==> config.mk <==
export PLATFORM = sky130hd
export DESIGN_NAME = fetch_unit_flat
export DESIGN_NICKNAME = d
export VERILOG_FILES = /design/src/rtl/fetch_unit_if.sv /design/src/rtl/fetch_unit.sv /design/src/flat_wrapper.sv
export SDC_FILE = /design/constraint.sdc
export NUM_CORES = 1
export LEC_CHECK = 0
export ABC_AREA = 0
export CAP_MARGIN = 10
export CELL_PAD_IN_SITES_DETAIL_PLACEMENT = 0
export CELL_PAD_IN_SITES_GLOBAL_PLACEMENT = 1
export CORE_MARGIN = 3
export CORE_UTILIZATION = 45
export CTS_CLUSTER_SIZE = 20
export DETAILED_ROUTE_END_ITERATION = 16
export PLACE_DENSITY_LB_ADDON = 0.1
export SYNTH_ARGS = -nofsm -noshare
export SYNTH_HDL_FRONTEND = slang
export SYNTH_SLANG_ARGS = --single-unit
==> constraint.sdc <==
create_clock -name clk_i -period 9.8 [get_ports clk_i]
set_clock_uncertainty 0.15 [all_clocks]
set_input_delay 1.96 -clock clk_i [delete_from_list [all_inputs] [get_ports clk_i]]
set_output_delay 1.96 -clock clk_i [all_outputs]
set_load 0.005 [all_outputs]
==> src/rtl/fetch_unit_if.sv <==
// CPU-side request/response handshake between the fetch stage and the I$.
// master = fetch unit, slave = instruction cache.
interface fetch_unit_if #(
  parameter int unsigned ADDR_WIDTH  = 32,
  parameter int unsigned INSTR_WIDTH = 32
);
  logic                   cpu_req_valid_o;
  logic [ADDR_WIDTH-1:0]  cpu_addr_o;
  logic                   icache_req_ready_i;
  logic                   icache_resp_valid_i;
  logic [INSTR_WIDTH-1:0] icache_resp_instr_i;
  logic                   cpu_resp_ready_o;

  modport master (
    output cpu_req_valid_o, cpu_addr_o, cpu_resp_ready_o,
    input  icache_req_ready_i, icache_resp_valid_i, icache_resp_instr_i
  );

  modport slave (
    input  cpu_req_valid_o, cpu_addr_o, cpu_resp_ready_o,
    output icache_req_ready_i, icache_resp_valid_i, icache_resp_instr_i
  );
endinterface

==> src/rtl/fetch_unit.sv <==
// Instruction fetch stage: owns the PC, keeps one I$ request in flight and
// buffers returned {pc, instr} pairs in a small FIFO feeding decode.
module fetch_unit #(
  parameter int unsigned           ADDR_WIDTH  = 32,
  parameter int unsigned           INSTR_WIDTH = 32,
  parameter logic [ADDR_WIDTH-1:0] RESET_PC    = 32'h0000_0000,
  parameter int unsigned           FQ_DEPTH    = 4
) (
  input  logic                   clk_i,
  input  logic                   rst_i,
  input  logic                   redirect_valid_i,
  input  logic [ADDR_WIDTH-1:0]  redirect_pc_i,
  fetch_unit_if.master           ic,
  output logic                   instr_valid_o,
  output logic [INSTR_WIDTH-1:0] instr_o,
  output logic [ADDR_WIDTH-1:0]  instr_pc_o,
  input  logic                   decode_ready_i
);
  localparam int unsigned     PTR_W = $clog2(FQ_DEPTH);
  localparam logic [PTR_W:0]  FULL  = (PTR_W+1)'(FQ_DEPTH);

  typedef enum logic [1:0] {F_REQ, F_WAIT, F_DROP} state_t;

  state_t                 r_state, w_state_nxt;
  logic [ADDR_WIDTH-1:0]  r_fetch_pc;
  logic [ADDR_WIDTH-1:0]  r_fq_pc    [FQ_DEPTH];
  logic [INSTR_WIDTH-1:0] r_fq_instr [FQ_DEPTH];
  logic [PTR_W-1:0]       r_rd_ptr, r_wr_ptr;
  logic [PTR_W:0]         r_count;

  logic w_req_valid, w_resp_fire, w_push, w_pop;

  assign w_req_valid = (r_state == F_REQ) && (r_count != FULL) && !redirect_valid_i;
  assign w_resp_fire = (r_state != F_REQ) && ic.icache_resp_valid_i;
  assign w_push      = (r_state == F_WAIT) && w_resp_fire && !redirect_valid_i;
  assign w_pop       = (r_count != '0) && decode_ready_i;

  assign ic.cpu_req_valid_o  = w_req_valid;
  assign ic.cpu_addr_o       = r_fetch_pc;
  assign ic.cpu_resp_ready_o = (r_state != F_REQ);

  assign instr_valid_o = (r_count != '0);
  assign instr_o       = r_fq_instr[r_rd_ptr];
  assign instr_pc_o    = r_fq_pc[r_rd_ptr];

  always_ff @(posedge clk_i) begin
    if (rst_i) r_state <= F_REQ;
    else       r_state <= w_state_nxt;
  end

  always_comb begin
    w_state_nxt = r_state;
    case (r_state)
      F_REQ: begin
        if (w_req_valid && ic.icache_req_ready_i) w_state_nxt = F_WAIT;
      end
      // A response landing with a redirect is dropped, so no F_DROP is needed
      F_WAIT: begin
        if (w_resp_fire)           w_state_nxt = F_REQ;
        else if (redirect_valid_i) w_state_nxt = F_DROP;
      end
      F_DROP: begin
        if (w_resp_fire) w_state_nxt = F_REQ;
      end
      default: w_state_nxt = F_REQ;
    endcase
  end

  always_ff @(posedge clk_i) begin
    if (rst_i) begin
      r_fetch_pc <= RESET_PC;
      r_rd_ptr   <= '0;
      r_wr_ptr   <= '0;
      r_count    <= '0;
      for (int unsigned i = 0; i < FQ_DEPTH; i++) begin
        r_fq_pc[i]    <= '0;
        r_fq_instr[i] <= '0;
      end
    end else if (redirect_valid_i) begin
      // Redirect overrides any same-cycle push or pop
      r_fetch_pc <= {redirect_pc_i[ADDR_WIDTH-1:2], 2'b00};
      r_rd_ptr   <= '0;
      r_wr_ptr   <= '0;
      r_count    <= '0;
    end else begin
      if (w_push) begin
        r_fq_pc[r_wr_ptr]    <= r_fetch_pc;
        r_fq_instr[r_wr_ptr] <= ic.icache_resp_instr_i;
        r_wr_ptr             <= r_wr_ptr + PTR_W'(1);
        r_fetch_pc           <= r_fetch_pc + ADDR_WIDTH'(4);
      end
      if (w_pop) r_rd_ptr <= r_rd_ptr + PTR_W'(1);
      case ({w_push, w_pop})
        2'b10:   r_count <= r_count + (PTR_W+1)'(1);
        2'b01:   r_count <= r_count - (PTR_W+1)'(1);
        default: r_count <= r_count;
      endcase
    end
  end

  a_no_resp_in_req: assert property (@(posedge clk_i) disable iff (rst_i)
    !((r_state == F_REQ) && ic.icache_resp_valid_i));
endmodule

==> src/flat_wrapper.sv <==
// flat-port wrapper written by rule: the top's interface ports become plain ports
module fetch_unit_flat 
#(
  parameter int unsigned           ADDR_WIDTH  = 32,
  parameter int unsigned           INSTR_WIDTH = 32,
  parameter logic [ADDR_WIDTH-1:0] RESET_PC    = 32'h0000_0000,
  parameter int unsigned           FQ_DEPTH    = 4
)
  (clk_i, rst_i, redirect_valid_i, redirect_pc_i, instr_valid_o, instr_o, instr_pc_o, decode_ready_i, ic_cpu_req_valid_o, ic_cpu_addr_o, ic_cpu_resp_ready_o, ic_icache_req_ready_i, ic_icache_resp_valid_i, ic_icache_resp_instr_i);
  fetch_unit_if #(.ADDR_WIDTH(ADDR_WIDTH), .INSTR_WIDTH(INSTR_WIDTH)) ic_i ();
  input  logic clk_i;
  input  logic rst_i;
  input  logic redirect_valid_i;
  input  logic [ADDR_WIDTH-1:0] redirect_pc_i;
  output logic instr_valid_o;
  output logic [INSTR_WIDTH-1:0] instr_o;
  output logic [ADDR_WIDTH-1:0] instr_pc_o;
  input  logic decode_ready_i;
  output wire logic [$bits(ic_i.cpu_req_valid_o)-1:0] ic_cpu_req_valid_o;
  output wire logic [$bits(ic_i.cpu_addr_o)-1:0] ic_cpu_addr_o;
  output wire logic [$bits(ic_i.cpu_resp_ready_o)-1:0] ic_cpu_resp_ready_o;
  input wire logic [$bits(ic_i.icache_req_ready_i)-1:0] ic_icache_req_ready_i;
  input wire logic [$bits(ic_i.icache_resp_valid_i)-1:0] ic_icache_resp_valid_i;
  input wire logic [$bits(ic_i.icache_resp_instr_i)-1:0] ic_icache_resp_instr_i;
  assign ic_cpu_req_valid_o = ic_i.cpu_req_valid_o;
  assign ic_cpu_addr_o = ic_i.cpu_addr_o;
  assign ic_cpu_resp_ready_o = ic_i.cpu_resp_ready_o;
  assign ic_i.icache_req_ready_i = ic_icache_req_ready_i;
  assign ic_i.icache_resp_valid_i = ic_icache_resp_valid_i;
  assign ic_i.icache_resp_instr_i = ic_icache_resp_instr_i;
  fetch_unit #(.ADDR_WIDTH(ADDR_WIDTH), .INSTR_WIDTH(INSTR_WIDTH), .RESET_PC(RESET_PC), .FQ_DEPTH(FQ_DEPTH)) u_core (.clk_i(clk_i), .rst_i(rst_i), .redirect_valid_i(redirect_valid_i), .redirect_pc_i(redirect_pc_i), .ic(ic_i), .instr_valid_o(instr_valid_o), .instr_o(instr_o), .instr_pc_o(instr_pc_o), .decode_ready_i(decode_ready_i));
endmodule
# After elaboration in Yosys (flattened, before gate mapping)
# Memory sizes are Yosys's and may differ from the RTL's. A register that Yosys moved wholly into a read port is not among the register bits.
# Index checks and enable logic that the tools add are counted.
# word_totals
reg_bits	41
ram_bits	256
input_bits	70
output_inout_bits	99
wordCells	62
mem_count	2
# memory_table
name	words	width	rd	rd_clocked_by_memory_dff	wr	line	rtl
u_core.r_fq_instr	4	32	1	1	4	fetch_unit.sv:27	logic [INSTR_WIDTH-1:0] r_fq_instr [FQ_DEPTH];
u_core.r_fq_pc	4	32	1	1	4	fetch_unit.sv:26	logic [ADDR_WIDTH-1:0] r_fq_pc [FQ_DEPTH];
# op_classes
add_sub_neg	5
eq_ne	8
muxes	24
n_reduce_logical	17
# ops
operator	n
$mux 32	4
$reduce_or 32->1	2
$add 32x3->32 const B	1
$mux 2	10
$mux 1	8
$logic_and 1x1->1	7
$pmux 2 s3	1
$pmux 3 s2	1
$reduce_bool 2->1	3
$add 2x1->2 const B	2
$eq 2x1->1 const B	2
$eq 2x2->1 const B	2
$add 3x1->3 const B	1
$ne 3x2->1 const B	1
$ne 3x3->1 const B	1
$reduce_and 3->1	1
$reduce_bool 3->1	1
$sub 3x1->3 const B	1
$logic_not 2->1	1
$ne 2x1->1 const B	1
$ne 2x2->1 const B	1
$reduce_or 2->1	1
$logic_not 1->1	1

# Longest topological paths before layout
# depth
word_depth	10
depth_mapped	10
ltp_nobuf	9

# Worst setup path after synthesis
# Ideal clock, no wire load.
# synth_path
path_type	input port to flip-flop
start	input port redirect_valid_i
end	memory u_core.r_fq_instr[0][0], enable pin
setup_ns	0.574
arrival_ns	6.999
t_required_ns	9.076
setup_slack_ns	2.076
cell_stages	3
path_buffers	2
cell_sequence	clkbuf_1 buf_1 o31ai_1
# synth_lines
item	line	rtl
start, declared	flat_wrapper.sv:13	input logic redirect_valid_i;
end, declared	fetch_unit.sv:27	

# Worst setup path in the final report
# layout_path
start	input port redirect_valid_i
end	output port ic_cpu_req_valid_o
# layout_between
elab_chain_len	2
# layout_lines
item	line	rtl
$logic_not 1->1	fetch_unit.sv:33	assign w_req_valid = (r_state == F_REQ) && (r_count != FULL) && !redirect_valid_i;
$logic_and 1x1->1	fetch_unit.sv:33	
end, declared	flat_wrapper.sv:19	output wire logic [$bits(ic_i.cpu_req_valid_o)-1:0] ic_cpu_req_valid_o;
# Every way passes these cells.

==> metrics.txt <==
status=complete, no violations; H-Tree Depth=1; Final Cycle Share=61.0%; asr flop ratio synth=0%; GRT met3 Usage=3.18%; Fillers=2282; Clock Path Buffers=3; top-count cell post-synth=edfxtp_1; number of synthesized register bits=289; Synth area leaders=edfxtp_1 (59%), mux4_2 (11%), dfxtp_1 (6.5%); Worst slew margin=27.2%; critical path endpoint category=output port; Die W=173 µm; R2R cell count=6; Seq pwr share=51.8%; synthesized area=0.0126 mm²; drt first pass iters=5; Clk pwr share=42.5%; Initial DRC Count=636; CTS hold repair buffers=0; TritonCTS Buffers=31; Final Hold Fails=0; WHS Endpoint=u_core.r_state[0]; initial antenna violation count=0; vias in the first global route=7993; die outline height=173 µm; GRT overflow=0; Slew @ Worst Pin=1090 ps; clock sink count=289; busiest grt layer=met2; # rows=60; Synth cell types=49; GR Layer Usage met2=32.3%; prevailing post-synth register cell=edfxtp_1; CP max FO=19; Worst Path Arrival=3870 ps; initial core utilization=46.3%; setup TNS=0 ps; Routed WL=29500 µm; hold wc startpoint=u_core.r_state[1]; Ant. Diodes=0; net switching power=0.560 mW; dpl hpwl=16400 µm; share of post-route cells with drive strength above 1=12.8%; Avg WL per Cell=20.0 µm; root buf cell=clkbuf_16; top cell type by total area after synthesis=edfxtp_1; YS warnings=0; Design Power=2.71 mW; Clock Latency Late Sink=540 ps; top cells by count, synth=edfxtp_1 (248), nor2_1 (179), nand2_1 (80); CTS tree=yes; Final min period=5980 ps; worst r2r dst=u_core.ic.cpu_addr_o[31]; WHS Path Cells=1; Storage cell area=0.00828 mm²; number of synthesized flops with an enable pin=248; Crit Path Category=in -> out; largest net degree at the start of global routing=64; combinational share of power=5.7%; Hold WC Path Type=reg -> reg; Pleak=5.84 nW; power density cells=174 mW/mm²; cts repair resizes=0; final net count=1152; ANT nets after route=0; CTS clock-pin slew for the worst setup and hold paths=60 ps; Die ar.=0.0300 mm²; met1 Resource Use GR=27.8%; area of the multi-input gates=0.00384 mm²; Area Growth Syn to Fin=23.7%; Critical Path RT=7690 ps; setup bufs post-CTS=0; I/O pin total=169; # DRC=0; Max IR drop VDD=0.000148 V; register area share after synthesis=65.8%; gp weighted congestion=0.756; reg2reg setup slack=6880 ps; global-route wire length before repair=46300 µm; worst flop-to-flop path startpoint=u_core.r_state[0]; core area=0.0272 mm²; Synth top area share=59.2%; Gate Count Post-Synth=931; Sw Ratio=20.6%; IO buf count=162; RSZ-0062 raised after global routing=false; max-slew violations=0; P_int=2.15 mW; Avg Inst Size Synth=13.5 µm²; via count=7626; max-cap violations=0; Total GRT Usage=19.6%; # setup viols final=0; Worst Setup Start Kind=input port; mean number of vias per cell=5.17; fmax=167 MHz
[power by group through the flow]
stage / Clock, mW / Sequential [mW] / Combinational, mW
after floorplan: 0 / 1.43 / 0.0651
after global placement: 0 / 1.43 / 0.158
after detailed placement: 0 / 1.43 / 0.157
after CTS: 1.18 / 1.40 / 0.158
after global routing: 1.22 / 1.41 / 0.167
final: 1.15 / 1.40 / 0.155
[routing by layer]
metal  routed length [µm]  vias up
met4                  563        0
li1                     -     3609
met1                13200     3757
met5                    0        -
met3                 1780       37
met2                14000      223
[cells by family (layout without fill, tap and decap cells)]
| family | Yosys count | after routing | synth area share, % |
|---|---|---|---|
| fa+ha+maj | 3 | 3 | 0.358 |
| simple gates | 367 | 367 | 13.6 |
| other cells | 1 | 4 | 0.0298 |
| buf+inv | 132 | 301 | 4.20 |
| flops | 289 | 289 | 65.8 |
| xor+xnor | 34 | 34 | 2.37 |
| compound gates | 40 | 40 | 2.29 |
| mux | 65 | 65 | 11.4 |
[metrics by stage]
step | hold WS, ps | std cells | cell area, µm² | worst slack (ps) | util [%]
final | 358 | 1475 | 15600 | 3820 | 57.2
after global routing | 404 | 1475 | 15600 | 3620 | 57.2
after CTS | 371 | 1475 | 15600 | 3830 | 57.2
after detailed placement | 359 | 1418 | 14500 | 3850 | 53.5
after global placement | 344 | 1418 | 14500 | 3820 | 53.5
after floorplan | 316 | 934 | 12600 | 2080 | -
[layout by cell type, fill, tap and decap left out, types with 4 or more instances in the layout]
master             n
nand3_1           12
a21oi_1           11
xor2_1            22
nand2_1           79
clkdlybuf4s50_1  162
nor4_1             6
clkinv_1           6
nor2_1           179
xnor2_1           12
edfxtp_1         248
and3_1             4
clkinv_2           6
clkbuf_8           5
and2_1            44
clkbuf_16         31
dfxtp_1           39
clkbuf_1           6
buf_4              9
mux4_2            62
a211oi_1          15
nor3_1             5
a211oi_2           4
inv_1             72
nand4_1           14
conb_1             4
[how the worst max path moves through the flow]
stage | from | end | cells past startpoint
final | redirect_valid_i | ic_cpu_req_valid_o | 3
after global routing | redirect_valid_i | ic_cpu_req_valid_o | 3
after CTS | redirect_valid_i | ic_cpu_req_valid_o | 3
after detailed placement | redirect_valid_i | ic_cpu_req_valid_o | 3
after global placement | redirect_valid_i | ic_cpu_req_valid_o | 3
after floorplan | redirect_valid_i | u_core.r_fq_instr[0][0] | 3
[final cells by class]
class / instances / share of cell area, %
Sequential cell: 289 / 53.2
Timing Repair Buffer: 171 / 10.9
Multi-Input combinational cell: 513 / 24.7
Inverter: 73 / 1.76
Clock inverter: 15 / 0.941
Tap cell: 372 / 2.99
Clock buffer: 42 / 5.57
[sequential cells by signal, indices dropped and copies added, names as in the netlist, named ones only]
register,cells
u_core.r_rd_ptr,2
u_core.r_count,3
u_core.r_fq_instr,128
u_core.r_wr_ptr,2
u_core.r_fq_pc,120
u_core.ic.cpu_addr_o,30
u_core.r_state,2
[worst max-delay path, cell delays in order]
cell and delay (ps):
clkdlybuf4s50_1 800, a311oi_1 520, clkdlybuf4s50_1 580
No activity file was read; power rests on OpenSTA's default activity.
